===== src/rtl/regfile_wb_arbiter_if.sv =====
// Write-back arbiter bus: two write-back request channels, the shared
// register-file write port and the two read-port hazard probes.
interface regfile_wb_arbiter_if #(
    parameter int ADDR_W = 5,
    parameter int DATA_W = 32
);

    // ALU write-back request channel
    logic              alu_valid;
    logic [ADDR_W-1:0] alu_reg;
    logic [DATA_W-1:0] alu_data;
    logic              alu_ready;

    // Memory-load write-back request channel
    logic              mem_valid;
    logic [ADDR_W-1:0] mem_reg;
    logic [DATA_W-1:0] mem_data;
    logic              mem_ready;

    // Register-file write port
    logic              rf_we;
    logic [ADDR_W-1:0] rf_waddr;
    logic [DATA_W-1:0] rf_wdata;

    // Read-port hazard probes
    logic [ADDR_W-1:0] rd_addr1;
    logic [ADDR_W-1:0] rd_addr2;
    logic              rd_busy1;
    logic              rd_busy2;

    // Datapath side: issues write-backs, probes hazards, consumes the write port
    modport master (
        output alu_valid, alu_reg, alu_data,
        output mem_valid, mem_reg, mem_data,
        output rd_addr1, rd_addr2,
        input  alu_ready, mem_ready,
        input  rf_we, rf_waddr, rf_wdata,
        input  rd_busy1, rd_busy2
    );

    // Arbiter side
    modport slave (
        input  alu_valid, alu_reg, alu_data,
        input  mem_valid, mem_reg, mem_data,
        input  rd_addr1, rd_addr2,
        output alu_ready, mem_ready,
        output rf_we, rf_waddr, rf_wdata,
        output rd_busy1, rd_busy2
    );

endinterface


===== src/rtl/regfile_wb_arbiter.sv =====
// Register-file write-back arbiter.
// Two requesters (ALU results, memory loads) each feed a small FIFO; one head
// is granted per cycle round-robin into a registered write stage. The block
// also tracks every in-flight write so readers can stall on a pending
// destination. A register never has writes sitting in both FIFOs at once,
// which keeps per-register write order intact across requesters.
// ADDR_W/DATA_W must match the parameters of the connected interface.
module regfile_wb_arbiter #(
    parameter int DEPTH  = 2,
    parameter int ADDR_W = 5,
    parameter int DATA_W = 32
) (
    input logic                 clk,
    input logic                 rst_n,
    regfile_wb_arbiter_if.slave bus
);

    localparam int PTR_W = (DEPTH > 1) ? $clog2(DEPTH) : 1;
    localparam int CNT_W = PTR_W + 1;
    localparam logic [CNT_W-1:0] FULL_CNT = CNT_W'(DEPTH);

    // Index 0 is the ALU side, index 1 the memory-load side throughout.
    typedef enum logic {
        SIDE_ALU = 1'b0,
        SIDE_MEM = 1'b1
    } side_e;

    typedef struct packed {
        logic [ADDR_W-1:0] rd;
        logic [DATA_W-1:0] data;
    } wb_entry_t;

    // Incoming requests, side-indexed
    logic [1:0]       req_valid;
    wb_entry_t        req_entry [2];

    // FIFO storage and bookkeeping, side-indexed
    wb_entry_t        fifo_mem  [2][DEPTH];
    logic [DEPTH-1:0] slot_vld  [2];
    logic [PTR_W-1:0] wr_ptr    [2];
    logic [PTR_W-1:0] rd_ptr    [2];
    logic [CNT_W-1:0] count     [2];

    logic [1:0]       fifo_full;
    logic [1:0]       head_vld;
    logic [1:0]       req_conflict;
    logic [1:0]       req_ready;
    logic [1:0]       push;
    logic [1:0]       pop;
    logic             same_reg_tie;
    logic             hit1;
    logic             hit2;

    // Arbitration
    side_e            rr_next_side;
    side_e            grant_side;
    logic             grant_any;
    wb_entry_t        grant_entry;

    // Registered write stage
    logic              out_we;
    logic [ADDR_W-1:0] out_waddr;
    logic [DATA_W-1:0] out_wdata;

    // Present both request channels in side-indexed form
    always_comb begin
        req_valid    = {bus.mem_valid, bus.alu_valid};
        req_entry[0] = '{rd: bus.alu_reg, data: bus.alu_data};
        req_entry[1] = '{rd: bus.mem_reg, data: bus.mem_data};
    end

    // Scan every occupied slot: cross-FIFO conflicts and read-port hazards
    always_comb begin
        // NOTE: every output of a combinational block gets a default first, so no path leaves it holding its old value (which would infer a latch).
        req_conflict = '0;
        hit1         = 1'b0;
        hit2         = 1'b0;
        for (int s = 0; s < 2; s++) begin
            for (int i = 0; i < DEPTH; i++) begin
                if (slot_vld[s][i]) begin
                    if (fifo_mem[s][i].rd == req_entry[1 - s].rd) req_conflict[1 - s] = 1'b1;
                    if (fifo_mem[s][i].rd == bus.rd_addr1)        hit1 = 1'b1;
                    if (fifo_mem[s][i].rd == bus.rd_addr2)        hit2 = 1'b1;
                end
            end
        end
    end

    // Acceptance: room in own FIFO, no same-register entry in the other FIFO;
    // on a same-cycle tie for one register the ALU wins
    always_comb begin
        for (int s = 0; s < 2; s++) begin
            fifo_full[s] = (count[s] == FULL_CNT);
            head_vld[s]  = (count[s] != '0);
        end
        same_reg_tie = bus.alu_valid && bus.mem_valid &&
                       (bus.alu_reg == bus.mem_reg) && (bus.alu_reg != '0);
        req_ready[0] = !fifo_full[0] && !(req_conflict[0] && (req_entry[0].rd != '0));
        req_ready[1] = !fifo_full[1] && !(req_conflict[1] && (req_entry[1].rd != '0)) &&
                       !same_reg_tie;
        push         = req_valid & req_ready;
    end

    // Round-robin grant between the two FIFO heads
    always_comb begin
        grant_any = |head_vld;
        if (&head_vld) begin
            grant_side = rr_next_side;
        end else if (head_vld[0]) begin
            grant_side = SIDE_ALU;
        end else begin
            grant_side = SIDE_MEM;
        end
        pop[0]      = grant_any && (grant_side == SIDE_ALU);
        pop[1]      = grant_any && (grant_side == SIDE_MEM);
        grant_entry = (grant_side == SIDE_MEM) ? fifo_mem[1][rd_ptr[1]]
                                               : fifo_mem[0][rd_ptr[0]];
    end

    // FIFO pointers, occupancy and per-slot valid bits
    always_ff @(posedge clk) begin
        // NOTE: state registers use non-blocking assignments so every flop samples pre-edge values regardless of statement order.
        if (!rst_n) begin
            for (int s = 0; s < 2; s++) begin
                wr_ptr[s]   <= '0;
                rd_ptr[s]   <= '0;
                count[s]    <= '0;
                slot_vld[s] <= '0;
            end
        end else begin
            for (int s = 0; s < 2; s++) begin
                if (push[s]) wr_ptr[s] <= wr_ptr[s] + PTR_W'(1);
                if (pop[s])  rd_ptr[s] <= rd_ptr[s] + PTR_W'(1);
                count[s]    <= count[s] + CNT_W'(push[s]) - CNT_W'(pop[s]);
                slot_vld[s] <= (slot_vld[s] & ~({DEPTH{pop[s]}}  & (DEPTH'(1) << rd_ptr[s]))) |
                               ({DEPTH{push[s]}} & (DEPTH'(1) << wr_ptr[s]));
            end
        end
    end

    // FIFO payload storage
    always_ff @(posedge clk) begin
        // NOTE: payload storage is deliberately not reset; slot_vld and count decide what is live, so stale contents are never observed.
        for (int s = 0; s < 2; s++) begin
            if (push[s]) fifo_mem[s][wr_ptr[s]] <= req_entry[s];
        end
    end

    // Write stage load and round-robin pointer update; register 0 is dropped here
    always_ff @(posedge clk) begin
        if (!rst_n) begin
            out_we       <= 1'b0;
            out_waddr    <= '0;
            out_wdata    <= '0;
            rr_next_side <= SIDE_ALU;
        end else if (grant_any) begin
            out_we       <= (grant_entry.rd != '0);
            out_waddr    <= grant_entry.rd;
            out_wdata    <= grant_entry.data;
            rr_next_side <= (grant_side == SIDE_ALU) ? SIDE_MEM : SIDE_ALU;
        end else begin
            out_we       <= 1'b0;
        end
    end

    assign bus.alu_ready = req_ready[0];
    assign bus.mem_ready = req_ready[1];
    assign bus.rf_we     = out_we;
    assign bus.rf_waddr  = out_waddr;
    assign bus.rf_wdata  = out_wdata;

    // A destination stays busy from acceptance until its register-file write edge
    assign bus.rd_busy1 = (bus.rd_addr1 != '0) &&
                          (hit1 || (out_we && (out_waddr == bus.rd_addr1)));
    assign bus.rd_busy2 = (bus.rd_addr2 != '0) &&
                          (hit2 || (out_we && (out_waddr == bus.rd_addr2)));

endmodule

===== src/flat_wrapper.sv =====
// flat-port wrapper written by rule: the top's interface ports become plain ports
module regfile_wb_arbiter_flat 
#(
    parameter int DEPTH  = 2,
    parameter int ADDR_W = 5,
    parameter int DATA_W = 32
)
  (clk, rst_n, bus_alu_valid, bus_alu_reg, bus_alu_data, bus_mem_valid, bus_mem_reg, bus_mem_data, bus_rd_addr1, bus_rd_addr2, bus_alu_ready, bus_mem_ready, bus_rf_we, bus_rf_waddr, bus_rf_wdata, bus_rd_busy1, bus_rd_busy2);
  regfile_wb_arbiter_if #(.ADDR_W(ADDR_W), .DATA_W(DATA_W)) bus_i ();
  input logic clk;
  input logic rst_n;
  input wire logic [$bits(bus_i.alu_valid)-1:0] bus_alu_valid;
  input wire logic [$bits(bus_i.alu_reg)-1:0] bus_alu_reg;
  input wire logic [$bits(bus_i.alu_data)-1:0] bus_alu_data;
  input wire logic [$bits(bus_i.mem_valid)-1:0] bus_mem_valid;
  input wire logic [$bits(bus_i.mem_reg)-1:0] bus_mem_reg;
  input wire logic [$bits(bus_i.mem_data)-1:0] bus_mem_data;
  input wire logic [$bits(bus_i.rd_addr1)-1:0] bus_rd_addr1;
  input wire logic [$bits(bus_i.rd_addr2)-1:0] bus_rd_addr2;
  output wire logic [$bits(bus_i.alu_ready)-1:0] bus_alu_ready;
  output wire logic [$bits(bus_i.mem_ready)-1:0] bus_mem_ready;
  output wire logic [$bits(bus_i.rf_we)-1:0] bus_rf_we;
  output wire logic [$bits(bus_i.rf_waddr)-1:0] bus_rf_waddr;
  output wire logic [$bits(bus_i.rf_wdata)-1:0] bus_rf_wdata;
  output wire logic [$bits(bus_i.rd_busy1)-1:0] bus_rd_busy1;
  output wire logic [$bits(bus_i.rd_busy2)-1:0] bus_rd_busy2;
  assign bus_i.alu_valid = bus_alu_valid;
  assign bus_i.alu_reg = bus_alu_reg;
  assign bus_i.alu_data = bus_alu_data;
  assign bus_i.mem_valid = bus_mem_valid;
  assign bus_i.mem_reg = bus_mem_reg;
  assign bus_i.mem_data = bus_mem_data;
  assign bus_i.rd_addr1 = bus_rd_addr1;
  assign bus_i.rd_addr2 = bus_rd_addr2;
  assign bus_alu_ready = bus_i.alu_ready;
  assign bus_mem_ready = bus_i.mem_ready;
  assign bus_rf_we = bus_i.rf_we;
  assign bus_rf_waddr = bus_i.rf_waddr;
  assign bus_rf_wdata = bus_i.rf_wdata;
  assign bus_rd_busy1 = bus_i.rd_busy1;
  assign bus_rd_busy2 = bus_i.rd_busy2;
  regfile_wb_arbiter #(.DEPTH(DEPTH), .ADDR_W(ADDR_W), .DATA_W(DATA_W)) u_core (.clk(clk), .rst_n(rst_n), .bus(bus_i));
endmodule

===== config.mk =====
export PLATFORM = sky130hd
export DESIGN_NAME = regfile_wb_arbiter_flat
export DESIGN_NICKNAME = d
export VERILOG_FILES = /design/src/rtl/regfile_wb_arbiter_if.sv /design/src/rtl/regfile_wb_arbiter.sv /design/src/flat_wrapper.sv
export SDC_FILE = /design/constraint.sdc
export NUM_CORES = 1
export LEC_CHECK = 0
export CORE_UTILIZATION = 45
export DETAILED_ROUTE_END_ITERATION = 10
export HOLD_SLACK_MARGIN = 0.02
export PLACE_DENSITY_LB_ADDON = 0.15
export SYNTH_ARGS = -nofsm -noshare
export SYNTH_HDL_FRONTEND = slang
export SYNTH_SLANG_ARGS = --single-unit

===== constraint.sdc =====
create_clock -name clk -period 10.95 [get_ports clk]
set_input_delay 1.095 -clock clk [delete_from_list [all_inputs] [get_ports clk]]
set_output_delay 1.095 -clock clk [all_outputs]
set_load 0.05 [all_outputs]

==> results of run 1 <==
worst min path at each step:
stage / cells after the start / endpoint / startpoint / slack, ns
after floorplan: 2 / u_core.rr_next_side / u_core.rr_next_side / 0.44
after detailed placement: 2 / u_core.bus.rf_wdata[7] / u_core.bus.rf_wdata[7] / 0.46
after CTS: 2 / u_core.bus.rf_wdata[7] / u_core.bus.rf_wdata[7] / 0.47
final: 2 / u_core.bus.rf_wdata[7] / u_core.bus.rf_wdata[7] / 0.47
after global routing: 2 / u_core.bus.rf_wdata[0] / u_core.bus.rf_wdata[0] / 0.49
after global placement: 2 / u_core.rr_next_side / u_core.rr_next_side / 0.45
through the flow:
step           std cells  setup WS [ns]  cell area (sq um)
3_5_place_dp        1009          6.330              10120
3_3_place_gp        1009          6.352              10120
5_1_grt             1041          6.227              10760
6_report            1041          6.354              10760
4_1_cts             1041          6.324              10760
2_1_floorplan        679          6.703               8600
routing by layer:
| layer | routed length (um) | global-route usage (%) | up-vias | part of all wire, % |
|---|---|---|---|---|
| met5 | 0 | 0 | - | 0 |
| met1 | 8926 | 26.80 | 2721 | 44 |
| met3 | 977 | 4.821 | 16 | 4.8 |
| li1 | - | - | 2653 | - |
| met4 | 214 | 6.131 | 0 | 1.1 |
| met2 | 10170 | 36.84 | 135 | 50 |
cell type report:
class                   count  area (sq um)  share of cell area, %
flip-flops and latches    199          5505                  51.18
multi-input cells         430          2945                  27.38
repair buffers            137          1346                  12.52
clock buffers              18         429.2                  3.990
well taps                 234         292.8                  2.722
clock inverters            14         202.7                  1.884
inverters                   9         35.03                 0.3257
cells in the final DEF, fill, tap and decap left out, types with 2 or more instances in the layout:
| cell type | n |
|---|---|
| clkinv_4 | 2 |
| o22a_1 | 2 |
| and2_1 | 5 |
| nor2_1 | 70 |
| nor4_1 | 13 |
| ha_1 | 4 |
| inv_1 | 7 |
| nor2b_1 | 2 |
| edfxtp_1 | 152 |
| xnor2_1 | 29 |
| clkdlybuf4s50_1 | 128 |
| nor3_1 | 3 |
| a21boi_0 | 39 |
| dfxtp_1 | 47 |
| a21oi_1 | 2 |
| xor2_1 | 50 |
| o21ai_0 | 35 |
| nand3_1 | 15 |
| buf_4 | 8 |
| clkbuf_16 | 17 |
| nand2_1 | 57 |
| or4_1 | 4 |
| nand4_1 | 3 |
| clkinv_8 | 3 |
| inv_8 | 6 |
| mux2i_1 | 79 |
| bufinv_16 | 2 |
| nor2_4 | 3 |
kinds of logic (layout without fill, tap and decap cells):
logic type | after synthesis | count (layout) | share of synthesized area [%]
flops | 199 | 199 | 64.02
xor+xnor | 79 | 79 | 8.046
fa+ha+maj | 4 | 4 | 0.5820
buf+inv | 50 | 178 | 2.241
compound gates | 87 | 87 | 6.606
simple gates | 181 | 181 | 9.312
mux | 79 | 79 | 9.195
power groups by stage:
stage	sequential [W]	combinational [W]	clock [W]
CTS	0.00111	0.00114	0.000675
finish	0.00111	0.00112	0.000663
global route	0.00113	0.00122	0.000703
detailed placement	0.00113	0.00114	0
floorplan	0.00132	0.000545	0
global placement	0.00112	0.00112	0
state kept, by name, indices dropped and copies added (netlist names):
name / cells
u_core.bus.rf_waddr: 5
u_core.bus.rf_wdata: 32
u_core.bus.rf_we: 1
u_core.count: 4
u_core.fifo_mem: 148
u_core.rd_ptr: 2
u_core.rr_next_side: 1
u_core.slot_vld: 4
u_core.wr_ptr: 2
worst max-delay path, stage by stage:
cell and delay (ns):
clkdlybuf4s50_1 0.56, or4_1 0.57, nor2_2 0.16, nor4_1 0.10
nor3_1 0.18, clkdlybuf4s50_1 0.84
==> flow_metrics.tcl, run 1 <==
set metrics [dict create \
    dieArea_sq_um 19670 \
    area_growth_pct 25.08 \
    grt_pass1_wl_mm 31.44 \
    cts_hold_buf 0 \
    synth_area_per_cell_sq_um 12.66 \
    switchingPower_w 0.001147 \
    syn_area_sq_um 8599 \
    clock-sinks 199 \
    swShare_pct 39.61 \
    cp.required_ns 9.86 \
    ys_seq_area_share_pct 64.02 \
    rsz0062_at_grt "no" \
    regToRegSetupSlack_ns 7.92 \
    final_antenna_net_count 0 \
    ys_warn_count 0 \
    syn_inst 679 \
    async_flop_share_pct 0 \
    slew_violations 0 \
    post-synth-top-count-cell "edfxtp_1" \
    gp_congestion 0.8979 \
    grt_pass1_vias 5721 \
    end_kind "output port" \
    cts_max_path_buffers 2 \
    yosys-top-cells-area "edfxtp_1 (53%), dfxtp_1 (11%), mux2i_1 (9.2%), xor2_1 (5.1%), a21boi_0 (3.4%)" \
    dr.pass1.iters 4 \
    synth_top_area_share_pct 53.08 \
    core_area_sq_um 18710 \
    cts_tree "done" \
    status "completed" \
    routedWlPerCell_um 19.49 \
    leakage_nw 3.816 \
    setup_viol 0 \
    drive_gt1_share_pct 6.196 \
    fin_skew_ns 0.01307 \
    dr_total_vias 5525 \
    clkPwrFrac_pct 22.9 \
    cts_root_buf "clkbuf_16" \
    rr_startpoint "u_core.fifo_mem[0][33]" \
    tns_ns 0 \
    critPathLaunch "bus_alu_reg[2]" \
    cp-start-kind "input pin" \
    place_hpwl_mm 13.03 \
    layout_min_cycle_time_ns 4.596 \
    comb_power_share_pct 38.8 \
    grt.overflow.total 0 \
    synth_commonest_cells "edfxtp_1 (152), mux2i_1 (79), nor2_1 (73)" \
    synth_edf_count 152 \
    ys_ff_latch 199 \
    internal_power_w 0.001749 \
    slew_headroom_pct 19.64 \
    utilization_pct 57.50 \
    reg2reg_to "u_core.count[0][3]" \
    nets 886 \
    timing.hold.worst.class "reg -> reg" \
    grt_max_degree 56 \
    synth_nets 771 \
    path_class "in -> out" \
    timing.final.crit_share_pct 41.97 \
    tightestPinTransition_ns 1.196 \
    h-tree-depth 4 \
    via_per_inst 5.307 \
    crit_end "bus_alu_ready" \
    port_buffers 129 \
    critPathMaxFanout 6 \
    clk_latency_ns 0.43 \
    die_y_um 140.2 \
    start_util_pct 45.97 \
    yosysTopAreaCell "edfxtp_1" \
    final_hold_viol_count 0 \
    yosys_most_used_dff "edfxtp_1" \
    antennaDiodeCount 0 \
    rows 50 \
    fmax_ghz 0.2176 \
    ys_types 37 \
    seqPwrFrac_pct 38.3 \
    cts_made_buffers 17 \
    postCtsResizedCells 0 \
    cts.clk_slew.worst_paths_ns 0.07 \
    cts_setup_buffers 0 \
    ir_drop_v 0.0001379 \
    drv_cap 0 \
    drt_iter0_markers 246 \
    die_x_um 140.2 \
    p_total_w 0.002896 \
    p_per_area_nw_per_um2 269.3 \
    routed_wl_mm 20.29 \
    whs_ns 0.4665 \
    reg2regPathDepth 9 \
    drc 0 \
    ios 130 \
    arrival_ns 3.50 \
    final.fill_count 1519 \
    antenna_found_initial 0 \
    grtUsageTotal_pct 21.33 \
]
Note: power is estimated with default switching activity, not from simulation.
==> inputs of run 2 (changes only) <==
- clock period: 10.95 -> 4.3 ns (I/O delays scaled with it)
==> run 2 against run 1 <==
Cell area about the same. Count of clock-buffer cells in the layout grew 3. Core utilization barely moved. Combinational power rose to 2.6 times the previous value. Non-clock buffer count increased by 1. Worst hold slack worse by 0.0047 ns. Critical path depth unchanged. Register-to-register slack worse by 6.5 ns. Via count increased by 0.33%. First-iteration DRC count is 16% higher.
==> flow_metrics.tcl, run 2 (synthesis gave the netlist of run 1 again) <==
set metrics [dict create \
    ir_drop_v 0.0004028 \
    core_area_sq_um 18710 \
    final_antenna_net_count 0 \
    routed_wl_mm 20.33 \
    gr-usage-met3_pct 4.513 \
    dr_total_vias 5543 \
    h-tree-depth 4 \
    path_buf_inv 2 \
    slew_headroom_pct 21.68 \
    layout_min_cycle_time_ns 3.311 \
    antenna_found_initial 0 \
    arrival_ns 2.88 \
    regToRegSetupSlack_ns 1.44 \
    area_growth_pct 24.98 \
    end_kind "output port" \
    seq_area_sq_um 5505 \
    start_util_pct 45.97 \
    cts_made_buffers 17 \
    grt_max_degree 56 \
    via_per_inst 5.320 \
    port_buffers 129 \
    fmax_ghz 0.3020 \
    use_met2_pct 37.11 \
    final.fill_count 1507 \
    critPathLaunch "bus_alu_reg[1]" \
    grt_pass1_wl_mm 32.12 \
    cp.required_ns 3.87 \
    cts_hold_buf 0 \
    place_hpwl_mm 13.50 \
    most-common-layout-cells "edfxtp_1 (152), clkdlybuf4s50_1 (128), mux2i_1 (79), nor2_1 (70), nand2_1 (57)" \
    rr_startpoint "u_core.fifo_mem[0][33]" \
    timing.final.crit_share_pct 77.01 \
    final_common_cell "edfxtp_1" \
    nets 887 \
    drive_gt1_share_pct 5.941 \
    rsz0062_at_grt "no" \
    p_per_area_nw_per_um2 674.9 \
    whs_ns 0.4618 \
    cts_tree "done" \
    status "completed" \
    tns_ns 0 \
    setup_viol 0 \
    clk_latency_ns 0.43 \
    final_hold_viol_count 0 \
    die_x_um 140.2 \
    rows 50 \
    met1_usage_pct 27.86 \
    cp-start-kind "input pin" \
    path_class "in -> out" \
    hold_path_startpoint "u_core.bus.rf_wdata[0]" \
    leakage_nw 3.799 \
    ios 130 \
    multi_input_area_sq_um 2945 \
    critPathMaxStageDelay_ns 0.81 \
    tightestPinTransition_ns 1.170 \
    dieArea_sq_um 19670 \
    die_y_um 140.2 \
    timing.hold.worst.class "reg -> reg" \
    drv_cap 0 \
    slew_violations 0 \
    cts_max_path_buffers 2 \
    cts_root_buf "clkbuf_16" \
    largest_reg_flops 148 \
    drc 0 \
    worstPathCellList "clkdlybuf4s50_1 > or4_1 > nor2_2 > or3_1 > o211a_1 > clkdlybuf4s50_1" \
    gp_congestion 0.8448 \
    critPathMaxFanout 6 \
    grt_pass1_vias 5820 \
    grt.overflow.total 0 \
    dr.pass1.iters 4 \
    clock-sinks 199 \
    cts.clk_slew.worst_paths_ns 0.07 \
    antennaDiodeCount 0 \
    routedWlPerCell_um 19.51 \
    cp_common_cell "clkdlybuf4s50_1" \
    postCtsResizedCells 0 \
    grt.busiest_layer "met2" \
    grtUsageTotal_pct 21.88 \
    slowest_stage "clkdlybuf4s50_1" \
    drt_iter0_markers 286 \
    fin_skew_ns 0.008939 \
    cts_setup_buffers 0 \
    cp_top_family "buffers and inverters" \
]
[run 2: changes by cell type in the layout (fill, tap and decap cells not counted)]
cell / delta
inv_8: -6
buf_12: +4
buf_4: -3
clkbuf_1: +3
clkinv_2: +3
clkinv_8: -3
clkinvlp_4: +2
inv_6: +1
[run 2: cell type report]
class	instances	area share [%]
Sequential cell	199	51.22
Inverter	9	0.3260
Clock inverter	11	1.164
Clock buffer	21	4.098
Tap cell	234	2.724
Timing Repair Buffer	138	13.06
Multi-Input combinational cell	430	27.40
[run 2: worst register-to-register path: stages (launching register included)]
cell       delay (ns)
edfxtp_1         0.52
xor2_1           0.21
nor4_1           0.34
a32oi_1          0.18
o2111ai_1        0.72
inv_1            0.11
ha_1             0.24
xnor2_1          0.19
xnor2_1          0.09
and2_1           0.16
[run 2: metal layers]
layer,vias to the layer above,routed length [um]
met5,-,0
met4,0,276
met3,20,962
li1,2649,-
met2,161,10230
met1,2713,8862
[run 2: path summary, 6_finish.rpt]
path | end | cells after the start
setup reg to reg | u_core.count[0][3] | 9
setup / recovery | bus_mem_ready | 6
hold reg to reg | u_core.bus.rf_wdata[0] | 2
hold / removal | u_core.bus.rf_wdata[0] | 2
[run 2: report_power, final]
part           leakage, nW  internal (W)  switching [W]
Sequential            1.81       0.00253       0.000311
Combinational         1.72       0.00105        0.00183
Clock                0.272      0.000860       0.000680
Total                 3.80       0.00444        0.00282
[run 2: per-stage QoR]
stage          worst slack, ns  utilization, %  std cells  power, W  instance area [sq um]
2_1_floorplan           0.7175               -        679  0.004755                   8600
3_3_place_gp            0.8656           54.43       1010  0.005721                  10180
3_5_place_dp            0.8319           54.43       1010  0.005779                  10180
4_1_cts                 0.9864           57.46       1042  0.007323                  10750
5_1_grt                 0.8965           57.46       1042  0.007659                  10750
6_report                0.9887           57.46       1042  0.007254                  10750
